### src/rtl/operator_port.sv
// Operator-side endpoint of the calculator link: takes one operand from the host,
// drives it to the calculator, and returns the result (or a timeout error) to the host.
module operator_port #(
    parameter int unsigned LATENCY = 1,   // 1..15
    parameter int unsigned TIMEOUT = 16   // 2..255
) (
    input  logic       clk_100MHz,
    input  logic       rst_n,
    input  logic       cmd_valid,
    output logic       cmd_ready,
    input  logic [7:0] cmd_data,
    output logic       rsp_valid,
    input  logic       rsp_ready,
    output logic [7:0] rsp_data,
    output logic       rsp_err,
    output logic [7:0] o2cData,
    input  logic [7:0] c2oData,
    input  logic       operation_enable,
    output logic       busy,
    output logic [7:0] txn_count
);

    typedef enum logic [1:0] {
        IDLE = 2'd0,
        ARM  = 2'd1,
        WAIT = 2'd2,
        RESP = 2'd3
    } state_t;

    localparam logic [3:0] LAT_LAST  = 4'(LATENCY - 1);
    localparam logic [7:0] WAIT_LAST = 8'(TIMEOUT - 1);

    state_t     state_q, state_d;
    logic [3:0] lat_q, lat_d;
    logic [7:0] wait_q, wait_d;
    logic [7:0] o2c_d;
    logic [7:0] rsp_data_d;
    logic       rsp_err_d;
    logic [7:0] txn_d;

    always_comb begin
        // NOTE: every variable gets a hold-value default first so no path leaves it unassigned (no latches).
        state_d    = state_q;
        lat_d      = lat_q;
        wait_d     = wait_q;
        o2c_d      = o2cData;
        rsp_data_d = rsp_data;
        rsp_err_d  = rsp_err;
        txn_d      = txn_count;

        unique case (state_q)
            IDLE: begin
                if (cmd_valid) begin
                    o2c_d   = cmd_data;
                    wait_d  = '0;
                    state_d = ARM;
                end
            end
            ARM: begin
                if (operation_enable) begin
                    lat_d   = '0;
                    state_d = WAIT;
                end else if (wait_q == WAIT_LAST) begin
                    rsp_err_d  = 1'b1;
                    rsp_data_d = 8'h00;
                    state_d    = RESP;
                end else begin
                    wait_d = wait_q + 8'd1;
                end
            end
            WAIT: begin
                // A dropped enable restarts the whole latency window from ARM.
                if (!operation_enable) begin
                    wait_d  = '0;
                    state_d = ARM;
                end else if (lat_q == LAT_LAST) begin
                    rsp_data_d = c2oData;
                    rsp_err_d  = 1'b0;
                    state_d    = RESP;
                end else begin
                    lat_d = lat_q + 4'd1;
                end
            end
            RESP: begin
                if (rsp_ready) begin
                    state_d = IDLE;
                    if (!rsp_err) txn_d = txn_count + 8'd1;
                end
            end
            default: state_d = IDLE;
        endcase
    end

    // NOTE: sequential state uses non-blocking assignments so all registers update from pre-edge values.
    always_ff @(posedge clk_100MHz or negedge rst_n) begin
        if (!rst_n) begin
            state_q   <= IDLE;
            lat_q     <= '0;
            wait_q    <= '0;
            o2cData   <= 8'h00;
            rsp_data  <= 8'h00;
            rsp_err   <= 1'b0;
            txn_count <= 8'h00;
        end else begin
            state_q   <= state_d;
            lat_q     <= lat_d;
            wait_q    <= wait_d;
            o2cData   <= o2c_d;
            rsp_data  <= rsp_data_d;
            rsp_err   <= rsp_err_d;
            txn_count <= txn_d;
        end
    end

    assign cmd_ready = (state_q == IDLE);
    assign rsp_valid = (state_q == RESP);
    assign busy      = (state_q != IDLE);

    // Response payload must not move while the host is stalling.
    property p_rsp_stable;
        @(posedge clk_100MHz) disable iff (!rst_n)
            (rsp_valid && !rsp_ready) |=> (rsp_valid && $stable(rsp_data) && $stable(rsp_err));
    endproperty
    a_rsp_stable: assert property (p_rsp_stable);

    property p_no_overlap;
        @(posedge clk_100MHz) disable iff (!rst_n) !(cmd_ready && busy);
    endproperty
    a_no_overlap: assert property (p_no_overlap);

endmodule

### config.mk
export PLATFORM = sky130hd
export DESIGN_NAME = operator_port
export DESIGN_NICKNAME = d
export VERILOG_FILES = /design/src/rtl/operator_port.sv
export SDC_FILE = /design/constraint.sdc
export NUM_CORES = 1
export LEC_CHECK = 0
export CAP_MARGIN = 20
export CORE_ASPECT_RATIO = 0.5
export CORE_MARGIN = 8
export CORE_UTILIZATION = 47
export CTS_CLUSTER_SIZE = 14
export DETAILED_ROUTE_END_ITERATION = 10
export HOLD_SLACK_MARGIN = 0.02
export PLACE_DENSITY = 0.8
export SYNTH_ARGS = -nofsm -noshare
export SYNTH_HDL_FRONTEND = slang
export SYNTH_SLANG_ARGS = --single-unit
### constraint.sdc
create_clock -name clk_100MHz -period 3.1 [get_ports clk_100MHz]
set_input_delay 0.31 -clock clk_100MHz [delete_from_list [all_inputs] [get_ports clk_100MHz]]
set_output_delay 0.31 -clock clk_100MHz [all_outputs]
set_load 0.1 [all_outputs]
[Yosys cells after proc, flatten, opt, wreduce, memory -nomap -nowiden]
Cells that the tools add are included.
Cells by class
  multiplexer cells: 26
  $add $sub $neg: 3
  equality and inequality tests: 16
  bitwise gates (word level): 1
  reductions and logical operators: 11
Operators by type and width (number)
  $mux 8: 8
  $pmux 8 s3: 1
  $ne 2x2->1 const B: 9
  $add 8x1->8 const B: 2
  $pmux 8 s2: 1
  $mux 2: 6
  $mux 4: 3
  $reduce_and 5->1: 2
  $eq 8x4->1 const B: 1
  $pmux 2 s4: 1
  $pmux 4 s2: 1
  $reduce_and 4->1: 2
  $ne 3x3->1 const B: 2
  $add 4x1->4 const B: 1
  $eq 2x2->1 const B: 2
  $logic_not 4->1: 1
  $mux 1: 4
  $reduce_bool 2->1: 2
  $reduce_and 3->1: 1
  $reduce_bool 3->1: 1
  $eq 2x1->1 const B: 1
  $logic_not 2->1: 1
  $ne 2x1->1 const B: 1
  $pmux 1 s2: 1
  other kinds (2): 2
Storage, ports and cells
  register bits: 39
  logic and storage cells: 64
  input port bits: 21

[Depth between registers and ports, before layout]
Gate-level depths: netlist of the first run.
  word-level depth: 4
  mapped depth: 6
  depth with buffers taken out: 6

[Worst setup path before layout of the first run]
No wires, ideal clock.
  path kind: register to output
  start: register state_q[0]
  end: output port busy
  arrival: 2.741 ns
  cell stages (with the launch flop): 4
  setup slack: 0.049 ns
  buffers on the path: 1
  data required time: 2.790 ns
  path through: dfrtp_1 buf_4 nor2_1 inv_1
Between the ends
  longest elaborated chain between the ends: 1
RTL lines
  start: declaration: RTL line 33  | state_t state_q, state_d;
  start signal: assignment: RTL line 105  | state_q <= state_d;
  $reduce_bool 2->1: RTL line 117  | assign busy = (state_q != IDLE);
  end: declaration: RTL line 19  | output logic busy,
No other way between the ends.

[Worst setup path after layout of the first run]
  start: register txn_count[0]
  end: output port txn_count[0]
RTL lines
  start: declaration: RTL line 20  | output logic [7:0] txn_count
  start signal: assignment: RTL line 111  | txn_count <= txn_d;
No word-level cell between the ends.

==> results of run 1 <==
-- metal layers --
| layer | track usage [%] | vias to the layer above | share of wire, % |
|---|---|---|---|
| met2 | 25.5 | 32 | 53 |
| met5 | 0 | - | 0 |
| met4 | 5.15 | 0 | 0.75 |
| li1 | - | 690 | - |
| met3 | 4.34 | 5 | 5.3 |
| met1 | 15.9 | 742 | 41 |
-- cell families (layout without fill, tap and decap cells) --
family	count (synthesis)	after routing
and+or+nand+nor	53	53
DFF	39	39
AOI/OAI and AO/OA	38	38
buffers and inverters	12	60
muxes	10	10
xor gates and xnor gates	7	7
adders and majority gates	4	4
-- per-stage QoR --
| step | instances | setup slack [ns] |
|---|---|---|
| after floorplan | 163 | 0.0489 |
| after global placement | 257 | 0.984 |
| after detailed placement | 257 | 0.877 |
| after CTS | 265 | 0.900 |
| after global routing | 265 | 0.842 |
| final | 265 | 0.907 |
-- worst paths after layout --
kind,start,to,slack [ns],cells past startpoint
worst max-delay path,txn_count[0]$_DFFE_PN0P_,txn_count[0],0.91,1
max in group asynchronous,rst_n,o2cData[7]$_DFFE_PN0P_,2.45,1
worst min register to register,txn_count[7]$_DFFE_PN0P_,txn_count[7]$_DFFE_PN0P_,0.50,1
min in group clk_100MHz,txn_count[7]$_DFFE_PN0P_,txn_count[7]$_DFFE_PN0P_,0.50,1
worst min-delay path,rst_n,lat_q[0]$_DFFE_PN0P_,0.12,1
worst max register to register,state_q[0]$_DFFE_PN0P_,rsp_data[2]$_DFFE_PN0P_,1.08,4
-- sequential cells by signal, indices dropped and copies added, names as in the netlist --
name,count
wait_q,8
lat_q,4
rsp_data,8
state_q,2
o2cData,8
txn_count,8
rsp_err,1
-- final cells by class --
type                            count  area, µm²  area share, %
Sequential cell                    39        976           39.3
Multi-Input combinational cell    112        857           34.5
Timing Repair Buffer               48        463           18.6
Clock buffer                        7       96.3           3.88
Tap cell                           54       67.6           2.72
Inverter                            4       15.0          0.605
Clock inverter                      1       7.51          0.302
-- placed cells by master, fill, tap and decap left out, types with 3 or more instances in the layout --
| cell | n |
|---|---|
| nor3b_1 | 3 |
| buf_4 | 5 |
| clkbuf_8 | 7 |
| nand2_1 | 12 |
| and3_1 | 4 |
| clkdlybuf4s50_1 | 42 |
| nand2b_1 | 5 |
| nand3_1 | 7 |
| ha_1 | 4 |
| a21o_1 | 3 |
| dfrtp_1 | 39 |
| inv_1 | 4 |
| a21oi_1 | 5 |
| a22o_1 | 14 |
| mux2_2 | 10 |
| and2_1 | 3 |
| nor2_1 | 3 |
| xnor2_1 | 5 |
==> impl_metrics.csv, run 1 <==
group,metric,value,unit
routing,wl_per_cell,16.1,µm
yosys,yosysMostFrequentCell,"dfrtp_1",
routing,vias_per_cell,5.54,
clocking,cts_buffers,5,
sta,finalSetupViolations,0,
routing,dr.pass1.iters,4,
finish,final_layout_size_suffix_gt1_share,14.2,%
yosys,postSynthAreaPerCell,11.6,µm²
yosys,synthMuxAreaShare,5.94,%
worst_setup_path,path_cells,"clkdlybuf4s50_1",
global_routing,grt_pass1_vias,1491,
yosys,yosys_warnings,0,
floorplan,io_pins,49,
yosys,synthCells,163,
floorplan,die-height,60.9,µm
yosys,yosysTopAreaCell,"dfrtp_1",
yosys,synth_xor_area_share,3.24,%
clocking,cts_resized,0,
global_routing,grt_overflow,0,
sta,hold_viol,0,
worst_setup_path,cp_top_family,"buffers and inverters",
yosys,async_reset_ff_share,100,%
worst_setup_path,cp-start-kind,"flop",
yosys,syn_area,1890,µm²
clocking,cts_setup_buffers,0,
worst_setup_path,arrival,1.88,ns
placement,finalWeightedCongestion,0.815,
worst_setup_path,end_kind,"output port",
placement,io_buffers,48,
yosys,syn-num-nets,188,
placement,dp_hpwl,3070,µm
floorplan,core_area,3880,µm²
worst_setup_path,max_stage_delay,1.17,ns
sta,worst_slew_pin_slew,0.998,ns
global_routing,antenna_found_initial,0,
sta,min_period_over_period,70.7,%
yosys,ys_seq_area_share,51.5,%
yosys,synth_top_family_by_area,"simple AND/OR/NAND/NOR gates",
min_path,min_path_type,"in2async",
floorplan,rows,16,
sta,max_freq,456,MHz
worst_setup_path,crit_buf_inv,1,
floorplan,die_w,106,µm
clocking,holdBufCountCts,0,
routing,drc,0,
worst_setup_path,cp.required,2.79,ns
yosys,synth-simple-area-share,16.9,%
yosys,synth_edf_count,0,
finish,antenna_cells,0,
finish,nets,235,
routing,postRouteAntennaNets,0,
yosys,yosys.area_share.adder,2.64,%
clocking,htreeDepth,2,
yosys,yosys-top-cells-area,"dfrtp_1, a22o_1, mux2_2",
global_routing,grt_max_degree,40,
yosys,synth_compound_area_share,16.5,%
clocking,clock_path_buffers,2,
sta,hold_ws,0.123,ns
yosys,synthTopCellsByCount,"dfrtp_1, a22o_1, nand2_1",
clocking,clk_pin_slew,0.08,ns
global_routing,grt_pass1_wl,7240,µm
finish,area_growth,31.0,%
clocking,clockRootBuffer,"clkbuf_8",
global_routing,track_usage,14.1,%
routing,drt-total-wl,4260,µm
status,status,"complete, no violations",
sta,fin_setup_tns,0,ns
yosys,synthFlopType,"dfrtp_1",
sta,skew,0.00322,ns
floorplan,die_area,6440,µm²
yosys,ys_types,45,
finish,fin_util,63.9,%
worst_setup_path,critical_path_class,"reg2out",
job,cap_violations,0,
yosys,synth-seq-cells,39,
sta,rsz0062_at_grt,"false",
placement,place_area,2380,µm²
finish,design_area,2480,µm²
worst_setup_path,cp_slowest_cell,"clkdlybuf4s50_1",
finish,nFillCells,308,
worst_setup_path,cp_max_fo,4,
floorplan,initial_utilization,48.8,%
routing,drt_iter0_drc,71,
sta,period_minus_slack,2.19,ns
clocking,clk_latency,0.29,ns
sta,slew_viol_final,0,
clocking,tritoncts,"built",
clocking,numClockSinks,39,
sta,maxSlewHeadroom,33.2,%
routing,routed-via-count,1469,
yosys,synth_top_cell_area_share,51.5,%
Power of run 1 is not shown: default switching activity piles up to over one toggle a cycle in this logic, so the estimate is an artifact.
==> inputs of run 2 (changes only) <==
--- a/config.mk
+++ b/config.mk
@@ -8,11 +8,11 @@
 export CAP_MARGIN = 20
 export CORE_ASPECT_RATIO = 0.5
 export CORE_MARGIN = 8
-export CORE_UTILIZATION = 47
+export CORE_UTILIZATION = 44
 export CTS_CLUSTER_SIZE = 14
 export DETAILED_ROUTE_END_ITERATION = 10
 export HOLD_SLACK_MARGIN = 0.02
-export PLACE_DENSITY = 0.8
+export PLACE_DENSITY = 0.79
 export SYNTH_ARGS = -nofsm -noshare
 export SYNTH_HDL_FRONTEND = slang
 export SYNTH_SLANG_ARGS = --single-unit
==> constraint.sdc (replaced) <==
create_clock -name clk_100MHz -period 1.9 [get_ports clk_100MHz]
set_input_delay 0.19 -clock clk_100MHz [delete_from_list [all_inputs] [get_ports clk_100MHz]]
set_output_delay 0.19 -clock clk_100MHz [all_outputs]
set_load 0.1 [all_outputs]
==> run 2 against run 1 <==
Net effect: setup slack got worse by 0.70 ns; clock-buffer cell count shrank 1; sequential cell count stayed put; die area is 5.4% higher; non-clock buffer count grew 13; largest cell class unchanged; highest routed layer unchanged; worst hold slack improved by 0.25 ns.
==> impl_metrics.csv, run 2 (synthesis results as in run 1) <==
group,metric,value,unit
floorplan,die_area,6790,µm²
sta,max_freq,591,MHz
finish,nFillCells,319,
clocking,clk_pin_slew,0.08,ns
floorplan,rows,16,
min_path,min_path_type,"in2async",
floorplan,die_w,109,µm
routing,drt_iter0_drc,55,
worst_setup_path,cp_max_fo,7,
sta,slew_viol_final,0,
sta,maxSlewHeadroom,68.2,%
floorplan,die-height,62.4,µm
finish,final_common_cell,"dfrtp_1",
global_routing,busiest_layer,"met2",
global_routing,grt_overflow,0,
global_routing,met3_usage,3.60,%
clocking,numClockSinks,39,
routing,postRouteAntennaNets,0,
worst_setup_path,cp-start-kind,"flop",
clocking,htreeDepth,2,
worst_setup_path,ff2ff_path_depth,5,
clocking,clockRootBuffer,"clkbuf_8",
status,status,"complete, no violations",
worst_setup_path,critical_path_class,"reg2reg",
sta,hold_viol,0,
sta,min_period_over_period,89.1,%
routing,drc,0,
worst_setup_path,cp.required,2.07,ns
sta,hold_ws,0.378,ns
sta,finalSetupViolations,0,
finish,final_cell_mix,"dfrtp_1, buf_4, clkdlybuf4s50_1, a22o_1, nand2_1",
routing,routed-via-count,1468,
finish,final_layout_size_suffix_gt1_share,29.5,%
sta,fin_setup_tns,0,ns
clocking,cts_buffers,5,
floorplan,core_area,4020,µm²
floorplan,io_pins,49,
finish,ff_latch_area,977,µm²
routing,dr.pass1.iters,4,
global_routing,grt_max_degree,23,
routing,vias_per_cell,5.28,
routing,wl_per_cell,14.8,µm
job,cap_violations,0,
clocking,tritoncts,"built",
sta,worst_slew_pin_slew,0.477,ns
global_routing,grt.met1_usage,15.0,%
sta,rsz0062_at_grt,"false",
clocking,clock_path_buffers,2,
placement,dp_hpwl,3270,µm
floorplan,initial_utilization,47.1,%
sta,skew,0.00798,ns
finish,multi_input_area,865,µm²
worst_setup_path,arrival,1.86,ns
global_routing,grt_pass1_vias,1476,
global_routing,antenna_found_initial,0,
placement,io_buffers,48,
worst_setup_path,end_kind,"flop",
global_routing,track_usage,12.7,%
global_routing,gr-usage-met2,21.3,%
finish,area_growth,34.7,%
clocking,clk_latency,0.29,ns
routing,drt-total-wl,4120,µm
finish,antenna_cells,0,
placement,finalWeightedCongestion,0.909,
finish,nets,248,
global_routing,grt_pass1_wl,6960,µm
sta,period_minus_slack,1.69,ns
-- run 2: path summary, 6_finish.rpt --
path | from | to | slack (ns)
max in group asynchronous | rst_n | wait_q[7]$_DFFE_PN0P_ | 0.99
max reg2reg | wait_q[0]$_DFFE_PN0P_ | wait_q[7]$_DFFE_PN0P_ | 0.21
min | rst_n | state_q[1]$_DFFE_PN0P_ | 0.38
min in group clk_100MHz | txn_count[7]$_DFFE_PN0P_ | txn_count[7]$_DFFE_PN0P_ | 0.49
min reg2reg | txn_count[7]$_DFFE_PN0P_ | txn_count[7]$_DFFE_PN0P_ | 0.49
max | wait_q[0]$_DFFE_PN0P_ | wait_q[7]$_DFFE_PN0P_ | 0.21
-- run 2: routing by layer --
layer	up-vias	share of wire (%)	wire length, µm
li1	719	-	-
met1	718	44	1810
met2	26	51	2080
met3	5	4.4	180
met4	0	1.1	44
met5	-	0	0
-- run 2: layout make-up --
| cell class | count | area share [%] |
|---|---|---|
| multi-input cells | 112 | 33.9 |
| repair buffers | 61 | 21.3 |
| flip-flops and latches | 39 | 38.3 |
| inverters | 4 | 0.588 |
| clock inverters | 2 | 0.490 |
| clock buffers | 6 | 2.84 |
| well taps | 54 | 2.65 |
-- run 2: what timing repair did --
action	CTS	global route
hold buffers	1	0
resized for setup	0	0
endpoints found under the setup margin	0	0
buffers inserted	0	0
endpoints found under the hold margin	20	0
-- run 2: stage by stage --
| step | area [µm²] | std cells | util, % | setup slack [ns] |
|---|---|---|---|---|
| floorplan | 1900 | 163 | - | 0.0548 |
| global route | 2550 | 278 | 63.4 | 0.116 |
| finish | 2550 | 278 | 63.4 | 0.207 |
| detailed placement | 2460 | 269 | 61.1 | 0.104 |
| CTS | 2550 | 278 | 63.4 | 0.207 |
| global placement | 2460 | 269 | 61.1 | 0.141 |
-- run 2: worst max-delay path, cell delays in order, from the launching register on --
cell and delay [ns]:
dfrtp_1 0.41, ha_1 0.25, and3_1 0.27, a21oi_4 0.25
nor2_2 0.09, a221o_1 0.30
Power of run 2 is left out for the same reason.
